===== config.mk =====
export PLATFORM = sky130hd
export DESIGN_NAME = id_stage
export DESIGN_NICKNAME = d
export VERILOG_FILES = /design/src/rtl/id_stage.sv
export SDC_FILE = /design/constraint.sdc
export NUM_CORES = 1
export LEC_CHECK = 0
export BUFFER_PORTS_ARGS = -buffer_cell sky130_fd_sc_hd__buf_2
export CAP_MARGIN = 20
export CORE_ASPECT_RATIO = 1.1
export CORE_UTILIZATION = 52
export DETAILED_ROUTE_END_ITERATION = 8
export GPL_TIMING_DRIVEN = 1
export PLACE_DENSITY_LB_ADDON = 0.25
export SKIP_LAST_GASP = 1
export SLEW_MARGIN = 20
export SYNTH_ARGS = -nofsm -noshare
export SYNTH_HDL_FRONTEND = slang
export SYNTH_SLANG_ARGS = --single-unit

===== constraint.sdc =====
create_clock -name clk -period 1.8 [get_ports clk]
set_clock_uncertainty 0.05 [all_clocks]
set_input_delay 0.09 -clock clk [delete_from_list [all_inputs] [get_ports clk]]
set_output_delay 0.09 -clock clk [all_outputs]
set_load 0.01 [all_outputs]

===== src/rtl/id_stage.sv =====
// Decode stage: assembles one/two-byte instructions and requests jumps.
// Wrong-path bytes behind a taken jump are squashed for FLUSH_CYCLES.
module id_stage #(
  parameter int PC_W         = 8,
  parameter int FLUSH_CYCLES = 1
) (
  input  logic            clk,
  input  logic            reset,
  input  logic [7:0]      Code,
  input  logic [PC_W-1:0] PC,
  input  logic            zero_flag,
  output logic            dec_valid,
  output logic [2:0]      alu_op,
  output logic [1:0]      rd,
  output logic [1:0]      rs,
  output logic [7:0]      imm,
  output logic [PC_W-1:0] instr_pc,
  output logic            JFlag,
  output logic [PC_W-1:0] NewJadd
);

  localparam int CW = $clog2(FLUSH_CYCLES + 1);

  localparam logic [2:0] OP_LDI = 3'b101;
  localparam logic [2:0] OP_JMP = 3'b110;
  localparam logic [2:0] OP_JZ  = 3'b111;

  typedef enum logic [1:0] {
    DECODE,
    OPERAND,
    FLUSH
  } state_t;

  state_t          state, state_n;
  logic [CW-1:0]   cnt, cnt_n;
  logic [2:0]      op_q, op_n;
  logic [1:0]      rd_q, rd_qn;
  logic [1:0]      rs_q, rs_qn;
  logic [PC_W-1:0] pc_q, pc_qn;

  logic            valid_n;
  logic [2:0]      alu_op_n;
  logic [1:0]      rd_n;
  logic [1:0]      rs_n;
  logic [7:0]      imm_n;
  logic [PC_W-1:0] ipc_n;
  logic            jflag_n;
  logic [PC_W-1:0] jadd_n;

  logic            two_byte;
  logic            take;

  assign two_byte = Code[7] & (Code[6] | Code[5]);
  assign take     = (op_q == OP_JMP) |
                    ((op_q == OP_JZ) & zero_flag);

  always_ff @(posedge clk or negedge reset) begin
    if (!reset) begin
      state     <= DECODE;
      cnt       <= '0;
      op_q      <= '0;
      rd_q      <= '0;
      rs_q      <= '0;
      pc_q      <= '0;
      dec_valid <= 1'b0;
      alu_op    <= '0;
      rd        <= '0;
      rs        <= '0;
      imm       <= '0;
      instr_pc  <= '0;
      JFlag     <= 1'b0;
      NewJadd   <= '0;
    end else begin
      state     <= state_n;
      cnt       <= cnt_n;
      op_q      <= op_n;
      rd_q      <= rd_qn;
      rs_q      <= rs_qn;
      pc_q      <= pc_qn;
      dec_valid <= valid_n;
      alu_op    <= alu_op_n;
      rd        <= rd_n;
      rs        <= rs_n;
      imm       <= imm_n;
      instr_pc  <= ipc_n;
      JFlag     <= jflag_n;
      NewJadd   <= jadd_n;
    end
  end

  always_comb begin
    state_n  = state;
    cnt_n    = cnt;
    op_n     = op_q;
    rd_qn    = rd_q;
    rs_qn    = rs_q;
    pc_qn    = pc_q;
    valid_n  = 1'b0;
    alu_op_n = alu_op;
    rd_n     = rd;
    rs_n     = rs;
    imm_n    = imm;
    ipc_n    = instr_pc;
    jflag_n  = 1'b0;
    jadd_n   = NewJadd;

    unique case (state)
      DECODE: begin
        unique case (1'b1)
          two_byte: begin
            op_n    = Code[7:5];
            rd_qn   = Code[4:3];
            rs_qn   = Code[2:1];
            pc_qn   = PC;
            state_n = OPERAND;
          end
          default: begin
            valid_n  = 1'b1;
            alu_op_n = Code[7:5];
            rd_n     = Code[4:3];
            rs_n     = Code[2:1];
            imm_n    = '0;
            ipc_n    = PC;
          end
        endcase
      end

      OPERAND: begin
        unique case (1'b1)
          (op_q == OP_LDI): begin
            valid_n  = 1'b1;
            alu_op_n = OP_LDI;
            rd_n     = rd_q;
            rs_n     = rs_q;
            imm_n    = Code;
            ipc_n    = pc_q;
            state_n  = DECODE;
          end
          take: begin
            jflag_n = 1'b1;
            jadd_n  = PC_W'(Code);
            cnt_n   = CW'(FLUSH_CYCLES);
            state_n = FLUSH;
          end
          default: begin
            state_n = DECODE;
          end
        endcase
      end

      FLUSH: begin
        // Code here is wrong-path; only the squash count advances.
        if (cnt <= CW'(1)) begin
          cnt_n   = '0;
          state_n = DECODE;
        end else begin
          cnt_n = cnt - CW'(1);
        end
      end

      default: begin
        state_n = DECODE;
      end
    endcase
  end

endmodule


==> results.json, run 1 <==
{
  "die_h_um": 69.4,
  "pwr-share-clk": 0.187,
  "intPower_uw": 2360,
  "cp.buffers_inverters": 1,
  "r2r_slack_ns": 0.17,
  "hold_depth": 3,
  "seq_power_share": 0.487,
  "slew_viol_final": 0,
  "critPathMaxStageDelay_ns": 0.41,
  "worstPathCellList": "nor2b_4 > a32o_1 > buf_12 > mux2_2",
  "drtIter0Drc": 35,
  "antenna_found_initial": 0,
  "cts.sinks": 50,
  "coreArea_um2": 3960,
  "netlist_instances": 148,
  "gp_congestion": 0.698,
  "clk_path_buf_depth": 2,
  "ir_drop_uv": 788,
  "drc": 0,
  "routedWlPerCell_um": 14.6,
  "period_share": 0.905,
  "gr-total-overflow": 0,
  "cts_buffers": 5,
  "finalCriticalPeriod_ns": 1.63,
  "synthXorXnorAreaFrac": 0,
  "hold-path-endpoint": "imm[2]",
  "yosys.area_share.simple": 0.0373,
  "ctsResizeCount": 0,
  "worstSetupStartpointType": "flop",
  "area_delta_synth_final_pct": 23.1,
  "synth_compound_area_frac": 0.0140,
  "setup_viol": 0,
  "htreeDepth": 2,
  "start_util": 0.542,
  "diodes": 0,
  "synthMuxAreaShare": 0.309,
  "fmax_mhz": 614,
  "drive_above_1_share": 0.524,
  "cts-root-buf": "clkbuf_8",
  "worstHoldStart": "Code[2]",
  "dp_hpwl_um": 2700,
  "maxCapViolCount": 0,
  "outcome": "complete, no violations",
  "relSlewSlack": 0.593,
  "first_pass_iters": 3,
  "hold_ws_ns": 0.00876,
  "critPathSlowestCell": "dfrtp_1",
  "synthAdderAreaFrac": 0,
  "synth_area_um2": 2150,
  "num-nets-final": 232,
  "synth-seq-cells": 50,
  "die_area_um2": 4390,
  "crit_type": "reg2reg",
  "p_per_area_nw_per_um2": 1270,
  "p_leak_uw": 0.00130,
  "io_buffers": 51,
  "p_comb_frac": 0.326,
  "yosysTopAreaCell": "dfrtp_1",
  "grt_pass1_wl_um": 6650,
  "hold_path.class": "in2reg",
  "grt_pass1_vias": 1414,
  "pin_count": 52,
  "path_delay_family": "flip-flops",
  "seq_area_um2": 1250,
  "synth_top_family_by_area": "multiplexers",
  "required_ns": 1.94,
  "synth_area_leaders": "dfrtp_1 (58%), mux2_2 (20%), mux2_4 (6.3%)",
  "global_route.usage.total": 0.200,
  "reg2reg_to": "instr_pc[4]",
  "rr_startpoint": "state[1]",
  "synth_area_per_cell_um2": 14.5,
  "reg2reg_depth": 4,
  "cts_tree": "yes",
  "end_kind": "flop",
  "clkTransAtPathRegs_ns": 0.08,
  "cp.arrival_ns": 1.77,
  "via_count": 1338,
  "multi_input_area_um2": 773,
  "yosysTopAreaCellShare": 0.583,
  "worstPathMaxFanout": 15,
  "nFillCells": 328,
  "swShare": 0.295,
  "ant_nets": 0,
  "grt_setup_unrepaired": "no",
  "syn-num-nets": 167,
  "yosysSeqAreaShare": 0.583,
  "rows": 24,
  "worstMarginPinSlew_ns": 0.610,
  "power_switching_uw": 986,
  "finalHoldViolCount": 0,
  "clk-insertion-delay-late_ns": 0.30,
  "die_w_um": 63.3,
  "ys_types": 17,
  "viasPerCell": 5.07,
  "utilization": 0.667,
  "fin_setup_tns_ns": 0,
  "routed_wl_um": 3870,
  "grt_max_degree": 51,
  "synth_warnings": 0
}
## logic make-up (layout without fill, tap and decap cells)
kind of cell           after synthesis  in the layout
buffers and inverters               22             86
DFF                                 50             50
and+or+nand+nor                     16             16
AOI/OAI and AO/OA                    3              3
muxes                               57             57
## sequential cells by signal, summed over array words and instances (netlist names)
| name | count |
|---|---|
| JFlag | 1 |
| imm | 8 |
| op_q | 3 |
| pc_q | 8 |
| state | 2 |
| rs_q | 2 |
| alu_op | 3 |
| NewJadd | 8 |
| rd_q | 2 |
| dec_valid | 1 |
| rs | 2 |
| rd | 2 |
| instr_pc | 8 |
## worst max path at each step
stage          cells past startpoint     endpoint  startpoint
4_1_cts                            4  instr_pc[4]    state[1]
3_3_place_gp                       4        rd[0]    state[1]
2_1_floorplan                      5  instr_pc[0]    state[1]
6_report                           4  instr_pc[4]    state[1]
3_5_place_dp                       4  instr_pc[4]    state[1]
5_1_grt                            4  instr_pc[4]    state[1]
## power groups by stage
stage | Sequential, uW | Clock (uW) | Combinational, uW
after global routing | 1670 | 687 | 1180
after detailed placement | 1650 | 0 | 1090
final | 1630 | 626 | 1090
after floorplan | 1750 | 0 | 577
after CTS | 1630 | 650 | 1110
after global placement | 1630 | 0 | 1050
## through the flow
stage	power [uW]	std cells	worst slack, ns	cell area, um^2
final	3350	264	0.170	2640
after detailed placement	2740	248	0.171	2460
after floorplan	2320	148	0.236	2150
after global routing	3530	264	0.113	2640
after global placement	2690	248	0.222	2460
after CTS	3390	264	0.154	2640
## layer usage
metal	global-route usage	wire length (um)
met5	0	0
met4	0.0833	68
met2	0.349	1980
met3	0.0576	170
met1	0.228	1640
## Yosys cell counts
cell type  count
nor2b_4        1
inv_1         14
buf_2          4
nor2b_1        2
mux2i_1       10
mux2_4         9
nand2b_1       2
buf_6          2
o2111ai_2      1
nand2_1        8
nor2_1         3
o21ai_0        1
buf_4          1
mux2_2        38
buf_12         1
a32o_1         1
dfrtp_1       50
## final cells by class
cell class,count,share of cell area
Multi-Input combinational cell,76,0.293
Inverter,14,0.0199
Sequential cell,50,0.473
Tap cell,52,0.0246
Clock buffer,6,0.0313
Timing Repair Buffer,66,0.158
## worst reg2reg max path, cell delays in order (launching register included)
cell and delay [ns]:
dfrtp_1 0.41, nor2b_4 0.23, a32o_1 0.28, buf_12 0.19
mux2_2 0.35
## layout by cell type (no fill, tap or decap), drive strengths merged
cell type	Yosys	final
dlygate4sd3	0	10
a32o	1	1
clkbuf	0	6
inv	14	14
o21ai	1	1
dfrtp	50	50
nand2	8	8
o2111ai	1	1
nand2b	2	2
nor2b	3	3
buf	8	56
mux2	47	47
mux2i	10	10
nor2	3	3
## timing repair
action                                 4_1_cts  5_1_grt
hold buffers                                10        0
endpoints found under the hold margin       60        0
buffers inserted                             0        0
Power figures use the tool's default switching activity.
==> inputs of run 2 (changes only) <==
Settings changed: CORE_UTILIZATION 52 to 55, CTS_BUF_LIST set to sky130_fd_sc_hd__clkbuf_2.
==> results.json, run 2 (synthesis gave the netlist of run 1 again) <==
{
  "cts_buffers": 5,
  "crit_type": "reg2reg",
  "die_w_um": 61.6,
  "hold_path.class": "in2reg",
  "global_route.usage.total": 0.226,
  "relSlewSlack": 0.598,
  "die_h_um": 67.5,
  "clk_path_buf_depth": 2,
  "fmax_mhz": 633,
  "final_common_cell": "buf_2",
  "diodes": 0,
  "cp.arrival_ns": 1.84,
  "grt_max_degree": 29,
  "clk-insertion-delay-late_ns": 0.40,
  "power_uw": 3280,
  "drtIter0Drc": 47,
  "gr-total-overflow": 0,
  "p_per_area_nw_per_um2": 1210,
  "intPower_uw": 2300,
  "maxCapViolCount": 0,
  "worstSetupStartpointType": "flop",
  "required_ns": 2.06,
  "viasPerCell": 4.99,
  "finalHoldViolCount": 0,
  "start_util": 0.583,
  "cts_tree": "yes",
  "routed_wl_um": 4060,
  "swShare": 0.300,
  "gp_congestion": 0.719,
  "first_pass_iters": 4,
  "end_kind": "flop",
  "via_count": 1372,
  "nFillCells": 272,
  "finalCriticalPeriod_ns": 1.58,
  "p_leak_uw": 0.00135,
  "dp_hpwl_um": 2940,
  "rows": 23,
  "layout_common_cells": "buf_2 (51), dfrtp_1 (50), mux2_2 (38), dlygate4sd3_1 (17), inv_1 (14)",
  "cts.sinks": 50,
  "worstPathCellList": "nor2b_4 > a32o_1 > buf_4 > mux2_2",
  "routedWlPerCell_um": 14.8,
  "seq_power_share": 0.493,
  "slew_viol_final": 0,
  "cts-root-buf": "clkbuf_2",
  "p_comb_frac": 0.341,
  "period_share": 0.877,
  "fin_setup_tns_ns": 0,
  "grt_pass1_vias": 1435,
  "pin_count": 52,
  "clkTransAtPathRegs_ns": 0.23,
  "drc": 0,
  "power_switching_uw": 984,
  "seq_area_um2": 1250,
  "antenna_found_initial": 0,
  "grt_pass1_wl_um": 6640,
  "ant_nets": 0,
  "coreArea_um2": 3680,
  "die_area_um2": 4160,
  "worstPathMaxFanout": 6,
  "setup_viol": 0,
  "outcome": "complete, no violations",
  "io_buffers": 51,
  "grt_setup_unrepaired": "no",
  "multi_input_area_um2": 773,
  "worstMarginPinSlew_ns": 0.603,
  "drive_above_1_share": 0.516,
  "pwr-share-clk": 0.166,
  "area_delta_synth_final_pct": 26.3,
  "critPathSlowestCell": "dfrtp_1",
  "num-nets-final": 244,
  "critPathMaxStageDelay_ns": 0.47,
  "ir_drop_uv": 719,
  "htreeDepth": 2
}
-- run 2: changes by cell type in the layout (fill, tap and decap cells not counted), sizes merged --
cell,delta
buf,+5
bufinv,+1
clkbuf,-1
clkinv,+1
dlygate4sd3,+7
-- run 2: cell type report --
class | count | share of cell area
sequential | 50 | 0.461
multi-input combinational | 76 | 0.285
clock inverter | 2 | 0.0125
clock buffer | 5 | 0.00923
inverter | 14 | 0.0194
timing repair buffer | 78 | 0.189
tap | 50 | 0.0231
-- run 2: per-layer routing --
layer	routed length, um	track usage	up-vias
met2	2140	0.388	35
met4	57	0.0806	0
met1	1730	0.273	684
met5	0	0	-
li1	-	-	647
met3	135	0.0536	6
-- run 2: worst paths after layout --
path                            start     endpoint  slack, ns  depth (start not counted)
hold / removal              zero_flag        JFlag       0.05                          3
setup / recovery             state[1]  instr_pc[3]       0.22                          4
setup reg to reg             state[1]  instr_pc[3]       0.22                          4
max in group asynchronous       reset      rd_q[0]       0.93                          3
hold reg to reg            NewJadd[3]   NewJadd[3]       0.48                          1
min in group asynchronous       reset        JFlag       0.13                          2
-- run 2: power groups by stage --
stage                     clock network, uW  registers [uW]  logic, uW
after floorplan                           0            1750        577
after global placement                    0            1620       1060
after detailed placement                  0            1640       1100
after CTS                               563            1620       1140
after global routing                    603            1660       1220
final                                   545            1620       1120
-- run 2: what timing repair did --
action | CTS | global route
resized for setup | 0 | 0
hold buffers | 17 | 0
buffers inserted | 0 | 0
hold endpoints to repair | 64 | 0
-- run 2: per-stage QoR --
stage | area (um^2) | utilization | worst slack [ns] | hold WS [ns] | std cells
floorplan | 2150 | - | 0.236 | -0.256 | 148
global placement | 2480 | 0.674 | 0.307 | 0.0759 | 251
detailed placement | 2480 | 0.674 | 0.255 | 0.0826 | 251
CTS | 2710 | 0.736 | 0.220 | 0.0253 | 275
global route | 2710 | 0.736 | 0.177 | 0.0545 | 275
finish | 2710 | 0.736 | 0.221 | 0.0479 | 275
-- run 2: worst max-delay path, delay by kind of cell (launching register included) --
family / cells / cell delay [ns]
AOI/OAI and AO/OA: 1 / 0.26
buffers and inverters: 1 / 0.19
DFF: 1 / 0.47
muxes: 1 / 0.35
and+or+nand+nor: 1 / 0.18
==> inputs of run 3 (changes only) <==
Settings changed: CORE_UTILIZATION 55 to 59, SLEW_MARGIN 20 to not set.
Clock period 1.8 ns to 1.9 ns, I/O delays scaled along.
==> results.json, run 3 (synthesis gave the netlist of run 1 again) <==
{
  "rows": 22,
  "grt_pass1_vias": 1485,
  "antenna_found_initial": 0,
  "pin_count": 52,
  "ant_nets": 0,
  "cts_setup_buffers": 0,
  "hold_depth": 3,
  "drtIter0Drc": 26,
  "layout_common_cells": "buf_2 (51), dfrtp_1 (50), mux2_2 (38), dlygate4sd3_1 (19), inv_1 (14)",
  "nFillCells": 217,
  "p_per_area_nw_per_um2": 1160,
  "slew_viol_final": 0,
  "worstHoldStart": "zero_flag",
  "routedWlPerCell_um": 15.4,
  "worstPathMaxFanout": 10,
  "reg2reg_to": "NewJadd[3]",
  "crit_type": "reg2reg",
  "cts.sinks": 50,
  "num-nets-final": 243,
  "r2r_slack_ns": 0.12,
  "worstSetupStartpointType": "flop",
  "finalCriticalPeriod_ns": 1.78,
  "cts_buffers": 5,
  "finalHoldViolCount": 0,
  "global_route.usage.total": 0.243,
  "die_w_um": 59.5,
  "routed_wl_um": 4210,
  "hold-path-endpoint": "state[1]",
  "p_leak_uw": 0.00134,
  "fin_setup_tns_ns": 0,
  "end_kind": "flop",
  "hold_ws_ns": 0.147,
  "drc": 0,
  "worstMarginPinSlew_ns": 0.573,
  "grt_setup_unrepaired": "no",
  "first_pass_iters": 2,
  "clkTransAtPathRegs_ns": 0.24,
  "io_buffers": 51,
  "period_share": 0.938,
  "fmax_mhz": 561,
  "dp_hpwl_um": 2890,
  "viasPerCell": 5.10,
  "reg2reg_depth": 4,
  "via_count": 1391,
  "coreArea_um2": 3410,
  "rr_startpoint": "state[1]",
  "final_common_cell": "buf_2",
  "htreeDepth": 2,
  "diodes": 0,
  "clk-insertion-delay-late_ns": 0.43,
  "die_h_um": 65.3,
  "die_area_um2": 3880,
  "gr-total-overflow": 0,
  "required_ns": 2.18,
  "cts_tree": "yes",
  "outcome": "complete, no violations",
  "drive_above_1_share": 0.511,
  "clk_path_buf_depth": 2,
  "grt_pass1_wl_um": 6870,
  "grt_max_degree": 20,
  "relSlewSlack": 0.618,
  "area_delta_synth_final_pct": 25.9,
  "maxCapViolCount": 0,
  "start_util": 0.629,
  "cts-root-buf": "clkbuf_2",
  "seq_area_um2": 1250,
  "hold_path.class": "in2reg",
  "multi_input_area_um2": 773,
  "ir_drop_uv": 686,
  "setup_viol": 0,
  "cp.arrival_ns": 2.06,
  "gp_congestion": 0.737
}
==> run 3: cell count changes in the layout (fill, tap and decap cells not counted) <==
cell / delta
buf_4: -2
dlygate4sd3_1: +2
buf_12: -1
clkbuf_2: +1
clkinv_1: -1
clkinvlp_4: +1
==> run 3: stage by stage <==
stage / utilization / power [uW] / setup WS [ns] / std cells / instance area, um^2
after global routing: 0.792 / 3320 / 0.00729 / 273 / 2700
after floorplan: - / 2200 / 0.336 / 148 / 2150
after CTS: 0.792 / 3160 / 0.106 / 273 / 2700
after detailed placement: 0.716 / 2580 / 0.145 / 246 / 2440
after global placement: 0.716 / 2520 / 0.225 / 246 / 2440
final: 0.792 / 3140 / 0.118 / 273 / 2700
==> run 3: final cells by class <==
class	instances	share of cell area
flip-flops and latches	50	0.463
clock inverters	2	0.0139
well taps	48	0.0222
clock buffers	6	0.0111
repair buffers	77	0.184
multi-input cells	76	0.286
inverters	14	0.0194
==> run 3: how the worst max path moves through the flow <==
stage | start | to | slack, ns
6_report | state[1] | NewJadd[3] | 0.12
5_1_grt | state[1] | NewJadd[5] | 0.007
4_1_cts | state[1] | NewJadd[3] | 0.11
3_5_place_dp | state[1] | NewJadd[0] | 0.14
3_3_place_gp | state[1] | NewJadd[1] | 0.22
2_1_floorplan | state[1] | instr_pc[0] | 0.34
==> run 3: where the power goes <==
group / total, uW / switching, uW / internal [uW]
clock: 555 / 327 / 227
sequential: 1540 / 169 / 1380
combinational: 1040 / 463 / 576
total: 3140 / 959 / 2180
==> run 3: per-layer routing <==
| layer | wire (um) | global-route usage | part of all wire | vias to the layer above |
|---|---|---|---|---|
| met5 | 0 | 0 | 0 | - |
| met4 | 77 | 0.0901 | 0.018 | 0 |
| met3 | 144 | 0.0551 | 0.034 | 9 |
| met2 | 2230 | 0.416 | 0.53 | 32 |
| met1 | 1760 | 0.297 | 0.42 | 698 |
| li1 | - | - | - | 652 |
==> run 3: worst max-delay path, stage by stage (launching register included) <==
cell and delay [ns]:
dfrtp_1 0.46, nor2b_4 0.24, buf_4 0.21, o2111ai_2 0.33, mux2_2 0.39
==> run 3: timing repair <==
item / CTS / global route
hold buffers: 19 / 0
hold endpoints to repair: 91 / 0
gates resized for setup: 0 / 0
